==> src/rtl/mod_voice_alloc.sv <==
// Polyphonic voice allocator: assigns note-on/off events to voice slots,
// retriggering matching notes and stealing the least-recently-triggered voice.
`timescale 1ns/1ps
module mod_voice_alloc #(
  parameter int NUM_VOICES = 4
) (
  input  logic                                i_clk,
  input  logic                                i_rst,
  input  logic                                i_evt_valid,
  output logic                                o_evt_ready,
  input  logic                                i_evt_on,
  input  logic [6:0]                          i_evt_note,
  input  logic [6:0]                          i_evt_vel,
  output logic [NUM_VOICES-1:0]               o_voice_gate,
  output logic [7*NUM_VOICES-1:0]             o_voice_note,
  output logic [7*NUM_VOICES-1:0]             o_voice_vel,
  output logic                                o_steal,
  output logic [$clog2(NUM_VOICES+1)-1:0]     o_active_count
);

  localparam int IW = $clog2(NUM_VOICES);
  localparam int CW = $clog2(NUM_VOICES + 1);
  localparam logic [IW-1:0] LAST = IW'(NUM_VOICES - 1);

  typedef enum logic [1:0] {
    IDLE,
    SCAN,
    COMMIT
  } state_t;

  state_t state, state_next;

  logic          lat_on;
  logic [6:0]    lat_note;
  logic [6:0]    lat_vel;
  logic [IW-1:0] scan_idx;
  logic          match_found;
  logic [IW-1:0] match_idx;
  logic          free_found;
  logic [IW-1:0] free_idx;
  logic [IW-1:0] oldest_idx;
  logic          steal;

  logic [NUM_VOICES-1:0] gate;
  logic [6:0]            note [NUM_VOICES];
  logic [6:0]            vel  [NUM_VOICES];
  logic [IW-1:0]         rank [NUM_VOICES];

  logic [IW-1:0] target;
  logic          is_on;
  logic [CW-1:0] count_next;

  always_ff @(posedge i_clk) begin
    if (i_rst) begin
      state <= IDLE;
    end else begin
      state <= state_next;
    end
  end

  always_comb begin
    state_next = state;
    case (state)
      IDLE:    if (i_evt_valid) state_next = SCAN;
      SCAN:    if (scan_idx == LAST) state_next = COMMIT;
      COMMIT:  state_next = IDLE;
      default: state_next = IDLE;
    endcase
  end

  assign o_evt_ready = (state == IDLE);

  // A velocity-0 note-on is a note-off; the target follows match > free > oldest.
  always_comb begin
    is_on  = lat_on && (lat_vel != 7'd0);
    target = oldest_idx;
    if (match_found) begin
      target = match_idx;
    end else if (free_found) begin
      target = free_idx;
    end
  end

  always_ff @(posedge i_clk) begin
    if (i_rst) begin
      lat_on      <= 1'b0;
      lat_note    <= '0;
      lat_vel     <= '0;
      scan_idx    <= '0;
      match_found <= 1'b0;
      match_idx   <= '0;
      free_found  <= 1'b0;
      free_idx    <= '0;
      oldest_idx  <= '0;
      steal       <= 1'b0;
      gate        <= '0;
      for (int i = 0; i < NUM_VOICES; i++) begin
        note[i] <= '0;
        vel[i]  <= '0;
        rank[i] <= IW'(i);
      end
    end else begin
      steal <= 1'b0;
      case (state)
        IDLE: begin
          if (i_evt_valid) begin
            lat_on      <= i_evt_on;
            lat_note    <= i_evt_note;
            lat_vel     <= i_evt_vel;
            scan_idx    <= '0;
            match_found <= 1'b0;
            free_found  <= 1'b0;
          end
        end
        SCAN: begin
          if (gate[scan_idx] && (note[scan_idx] == lat_note) && !match_found) begin
            match_found <= 1'b1;
            match_idx   <= scan_idx;
          end
          if (!gate[scan_idx] && !free_found) begin
            free_found <= 1'b1;
            free_idx   <= scan_idx;
          end
          if (rank[scan_idx] == LAST) begin
            oldest_idx <= scan_idx;
          end
          scan_idx <= scan_idx + 1'b1;
        end
        COMMIT: begin
          if (is_on) begin
            gate[target] <= 1'b1;
            note[target] <= lat_note;
            vel[target]  <= lat_vel;
            steal        <= !match_found && !free_found;
            // Move the target to the front of the recency order.
            for (int v = 0; v < NUM_VOICES; v++) begin
              if (IW'(v) == target) begin
                rank[v] <= '0;
              end else if (rank[v] < rank[target]) begin
                rank[v] <= rank[v] + 1'b1;
              end
            end
          end else if (match_found) begin
            gate[match_idx] <= 1'b0;
          end
        end
        default: ;
      endcase
    end
  end

  always_comb begin
    count_next = '0;
    for (int i = 0; i < NUM_VOICES; i++) begin
      count_next = count_next + CW'(gate[i]);
    end
  end

  // Outputs are a registered copy of the voice state, so they land one edge after COMMIT.
  always_ff @(posedge i_clk) begin
    if (i_rst) begin
      o_voice_gate   <= '0;
      o_voice_note   <= '0;
      o_voice_vel    <= '0;
      o_steal        <= 1'b0;
      o_active_count <= '0;
    end else begin
      o_voice_gate <= gate;
      for (int i = 0; i < NUM_VOICES; i++) begin
        o_voice_note[7*i +: 7] <= note[i];
        o_voice_vel[7*i +: 7]  <= vel[i];
      end
      o_steal        <= steal;
      o_active_count <= count_next;
    end
  end

endmodule

==> config.mk <==
export PLATFORM = sky130hd
export DESIGN_NAME = mod_voice_alloc
export DESIGN_NICKNAME = d
export VERILOG_FILES = /design/src/rtl/mod_voice_alloc.sv
export SDC_FILE = /design/constraint.sdc
export NUM_CORES = 1
export LEC_CHECK = 0
export ABC_AREA = 1
export BUFFER_PORTS_ARGS = -buffer_cell sky130_fd_sc_hd__buf_4
export CORE_MARGIN = 10
export CORE_UTILIZATION = 25
export DETAILED_ROUTE_END_ITERATION = 10
export PLACE_DENSITY_LB_ADDON = 0.1
export SLEW_MARGIN = 30
export SYNTH_ARGS = -nofsm -noshare
export SYNTH_HDL_FRONTEND = slang
export SYNTH_SLANG_ARGS = --single-unit
==> constraint.sdc <==
create_clock -name i_clk -period 1.8 [get_ports i_clk]
set_input_delay 0.36 -clock i_clk [delete_from_list [all_inputs] [get_ports i_clk]]
set_output_delay 0.36 -clock i_clk [all_outputs]
set_load 0.05 [all_outputs]
Word-level counts from Yosys, hierarchy flattened
Memories as Yosys holds them, arrays and structs flattened. A register that Yosys moved wholly into a read port is not among the register bits.
Cells that the tools add are included.
{ "classes": {"add_sub_neg": 8, "order_cmp": 9, "n_eq_ne": 12, "muxes": 88, "bitwise_logic": 13, "reduce_logical": 27} }
{ "ops": {"columns": ["operator", "count"], "rows": [
  ["$mux W1", 58],
  ["$mux W2", 19],
  ["$mux W7", 2],
  ["$reduce_and A2 Y1", 7],
  ["$reduce_or A7 Y1", 2],
  ["$add A2 B1 Y2 const B", 5],
  ["$lt A2 B3 Y1 const B", 3],
  ["$lt A2 B2 Y1", 4],
  ["$mux W4", 2],
  ["$ne A2 B2 Y1 const B", 4],
  ["$or A1 B1 Y1", 8],
  ["$pmux W2 S2", 2],
  ["$eq A7 B7 Y1", 1],
  ["$logic_and A1 B1 Y1", 7],
  ["$reduce_bool A7 Y1", 1],
  ["$eq A2 B2 Y1 const B", 3],
  ["$reduce_and A3 Y1", 2],
  ["$and A4 B4 Y4", 1],
  ["$demux W1 S2", 2],
  ["$eq A2 B2 Y1 const A", 2],
  ["$ge A2 B1 Y1 const B", 2],
  ["$logic_not A2 Y1", 2],
  ["$not A4 Y4", 1],
  ["$or A4 B4 Y4", 1],
  ["11 further kinds", 16]
]} }
{ "word_totals": {"reg_bits": 40, "ramBits": 64, "in_bits": 18, "out_inout_bits": 65, "wordCells": 175, "n_memories": 3} }
{ "memory_table": {"columns": ["memory", "words", "width", "read_ports", "rd_ports_with_merged_regs", "write_ports", "line", "rtl"], "rows": [
  ["note", 4, 7, 5, 5, 4, "45", "logic [6:0] note [NUM_VOICES];"],
  ["vel", 4, 7, 4, 4, 4, "46", "logic [6:0] vel [NUM_VOICES];"],
  ["rank", 4, 2, 6, 1, 4, "47", "logic [IW-1:0] rank [NUM_VOICES];"]
]} }

Depth between registers and ports, before layout
An unclocked memory read counts as a cell.
{ "logic_depth": {"depth_word": 11, "ltp_mapped": 13, "depth_no_buf": 13} }

Worst setup path before layout
Ideal clock, no wire load.
{ "synth_timing": {"path_type": "in2reg", "start": "input port i_rst", "end": "memory note[1][0], enable pin", "setup_time_ns": 0.361, "t_arrival_ns": 1.522, "required_ns": 1.439, "slack_ns": -0.083, "path_stages": 7, "path_buffers": 2, "path_cell_list": "clkbuf_1 > inv_1 > nand4_2 > inv_2 > nand2_2 > buf_2 > nand2_1"} }
{ "synth_lines": {"columns": ["element", "line", "rtl"], "rows": [
  ["start, declared", "8", "input logic i_rst,"],
  ["end, declared", "45", null]
]} }

==> flow_summary.yaml <==
setup_path:
  worstPathCellList: "nor2_1, nand2_1, or2_0, nand4_4, inv_2, nand2_2, buf_4, nor2_1"
  start_kind: "flip-flop"
  path_common_cell: "nor2_1"
  crit_path_top_delay_cell: "dfxtp_1"
  critPathMaxStageDelay_ns: 0.32
  cp_data_required_time_ns: 1.98
  reg2reg_depth: 8
  crit_path_end_kind: "flip-flop"
  path_max_fanout: 11
  arrival_ns: 1.85
  crit_type: "reg2reg"
clock_network:
  cts_root_buf: "clkbuf_16"
  clkSinkCount: 162
  clk_pin_slew_ns: 0.07
  numCtsBuffers: 17
  cts_tree: "done"
  insertion_delay_ns: 0.42
  cts_max_path_buffers: 2
  htreeDepth: 4
flow_run:
  cap_violations: 0
synth:
  seq_area_frac_synth: 0.609
  synthCells: 732
  synth_nets: 754
  ys_types: 32
  postSynthAreaPerCell_um2: 8.71
  yosysWarnings: 0
  ys_seq_elements: 162
  syn-cell-area_um2: 6370
floorplan:
  die_h_um: 180
  start_util: 0.254
  num_rows: 58
  ios: 83
  design.die.area_um2: 32300
  core_um2: 25100
  die_w_um: 180
global_route:
  grt_pass1_vias: 5045
  use_met2: 0.178
  use_met1: 0.139
  grt_util_all_layers: 0.108
  use_met3: 0.0225
  grt_max_degree: 42
  grt_pass1_wl_um: 27900
  overflow: 0
  antenna_found_initial: 0
  busiest_layer: "met2"
power_and_ir_drop:
  powerDensity_nw_per_um2: 1020
  ir_drop_v: 0.000527
  cellLeakagePower_nw: 3.70
timing:
  fmax_mhz: 599
  tns_ns: 0
  worst_pin_slew_ns: 0.475
  hold_viol_final: 0
  layout_min_cycle_time_ns: 1.67
  setup_violations: 0
  rsz0062_at_grt: "false"
  fin_skew_ns: 0.0118
  fin_crit_sh: 0.928
  slew_headroom: 0.680
  slew_viol_final: 0
final_layout:
  multiInputGateArea_um2: 1980
  seqCellArea_um2: 3890
  drive_above_1_share: 0.229
  area_delta_synth_final_pct: 30.9
  n_fill_cell: 2716
  diodes: 0
  final_cell_count_no_fill: 1192
  final_nets: 871
routing:
  num_vias: 4902
  route.detailed.drc: 0
  vias_per_cell: 4.11
  routed_wl_um: 17400
  drtPass1Iterations: 4
  routedWlPerCell_um: 14.6
  ant_nets: 0
  drtIter0Drc: 214
hold_path:
  hold_path.class: "in2reg"
  whs_path_depth: 3
place:
  placed_cells: 1160
  port_buffers: 82
  gp_congestion: 0.824
  place_hpwl_um: 13000
status:
  run_status: "complete, no violations"
[cell type report]
cell class	instances	area share
repair buffers	123	0.122
multi-input cells	424	0.237
inverters	121	0.0553
clock inverters	15	0.0193
clock buffers	17	0.0510
well taps	330	0.0495
flip-flops and latches	162	0.466
[logic make-up after synthesis]
| group | Yosys count | share of synthesized area |
|---|---|---|
| and+or+nand+nor | 356 | 0.235 |
| DFF | 162 | 0.609 |
| buffers and inverters | 146 | 0.0913 |
| AOI/OAI and AO/OA | 61 | 0.0512 |
| adders and majority gates | 4 | 0.00903 |
| xor gates and xnor gates | 3 | 0.00412 |
[placed cells by master, fill, tap and decap left out, types with 2 or more instances in the layout]
| master | instances |
|---|---|
| nor2_1 | 133 |
| nand3_2 | 7 |
| nand4_1 | 2 |
| buf_12 | 7 |
| inv_2 | 8 |
| inv_8 | 4 |
| nand2_2 | 13 |
| o21ai_0 | 30 |
| ha_1 | 3 |
| inv_6 | 5 |
| dfxtp_1 | 94 |
| nor2_2 | 4 |
| buf_4 | 115 |
| edfxtp_1 | 64 |
| dfxtp_4 | 2 |
| a21oi_1 | 25 |
| nor3_1 | 16 |
| nand3_1 | 55 |
| clkinvlp_4 | 2 |
| dfxtp_2 | 2 |
| nand2_1 | 122 |
| inv_1 | 111 |
| clkinv_4 | 2 |
| xor2_1 | 2 |
| clkinv_8 | 3 |
| clkbuf_16 | 17 |
| o21ai_1 | 2 |
[per-stage QoR]
step                      utilization  setup slack [ns]  total power, mW  instance area, um^2  hold WS (ns)
after floorplan                     -            0.0689             4.64                 6380         0.388
after global placement          0.306          -0.00944             5.01                 7680         0.400
after detailed placement        0.306            0.0246             5.01                 7680         0.406
after CTS                       0.329           0.00642             8.62                 8270         0.180
after global routing            0.332            0.0120             8.88                 8350         0.196
final                           0.332             0.130             8.49                 8350         0.193
[registers in the layout (all words and copies together), names as in the netlist, named ones only]
signal / cells
free_found: 1
free_idx: 2
gate: 4
lat_note: 7
lat_on: 1
lat_vel: 7
match_found: 1
match_idx: 2
note: 28
o_active_count: 3
o_steal: 1
o_voice_gate: 4
o_voice_note: 28
o_voice_vel: 28
oldest_idx: 2
rank: 8
scan_idx: 2
state: 2
steal: 1
vel: 28
[final timing paths]
path / startpoint / endpoint / slack, ns
setup / recovery: lat_vel[2] / vel[2][2] / 0.13
hold / removal: i_evt_on / lat_on / 0.19
hold reg to reg: steal / o_steal / 0.41
setup reg to reg: lat_vel[2] / vel[2][2] / 0.13
[worst max-delay path: cells and delay by family (launching register included)]
family | cells | cell delay, ns
buf+inv | 2 | 0.29
flops | 1 | 0.32
simple gates | 6 | 0.81
[cells in the mapped netlist]
library cell / number / share of area
xor2_1: 2 / 0.0027
edfxtp_1: 64 / 0.30
inv_4: 1 / 0.00098
xnor2_1: 1 / 0.0014
fa_1: 1 / 0.0031
nand3_1: 61 / 0.048
o21a_1: 1 / 0.0012
o21ai_1: 2 / 0.0016
nor3_1: 16 / 0.013
buf_6: 3 / 0.0053
nand2_2: 8 / 0.0079
a211oi_1: 1 / 0.0012
o21ai_0: 30 / 0.024
clkbuf_1: 12 / 0.0071
ha_1: 3 / 0.0059
inv_2: 9 / 0.0053
nand4_1: 2 / 0.0020
nand2_1: 127 / 0.075
a21oi_1: 25 / 0.020
nand2_4: 1 / 0.0018
nor2_1: 136 / 0.080
inv_1: 111 / 0.065
buf_1: 3 / 0.0018
nand3_4: 1 / 0.0027
a21boi_4: 1 / 0.0029
buf_2: 7 / 0.0055
nor2_2: 1 / 0.00098
dfxtp_1: 98 / 0.31
or2_0: 1 / 0.00098
nand4_2: 1 / 0.0020
o31ai_1: 1 / 0.0012
nand3_2: 1 / 0.0016
[timing repair]
action / 4_1_cts / 5_1_grt
setup endpoints to repair: 0 / 72
hold buffers: 0 / 0
gates resized for setup: 0 / 22
buffers inserted: 0 / 0
[report_power, final]
group / switching, mW / internal, mW / total [mW] / leakage (nW)
sequential: 0.0695 / 3.94 / 4.01 / 1.45
combinational: 0.624 / 0.291 / 0.914 / 1.97
clock: 1.71 / 1.86 / 3.57 / 0.281
total: 2.40 / 6.09 / 8.49 / 3.70
[per-layer routing]
metal / vias up / share of wire
met2: 71 / 0.47
met4: 0 / 0.013
li1: 2535 / -
met3: 16 / 0.028
met1: 2280 / 0.49
met5: - / 0
Note: power is estimated with default switching activity, not from simulation.
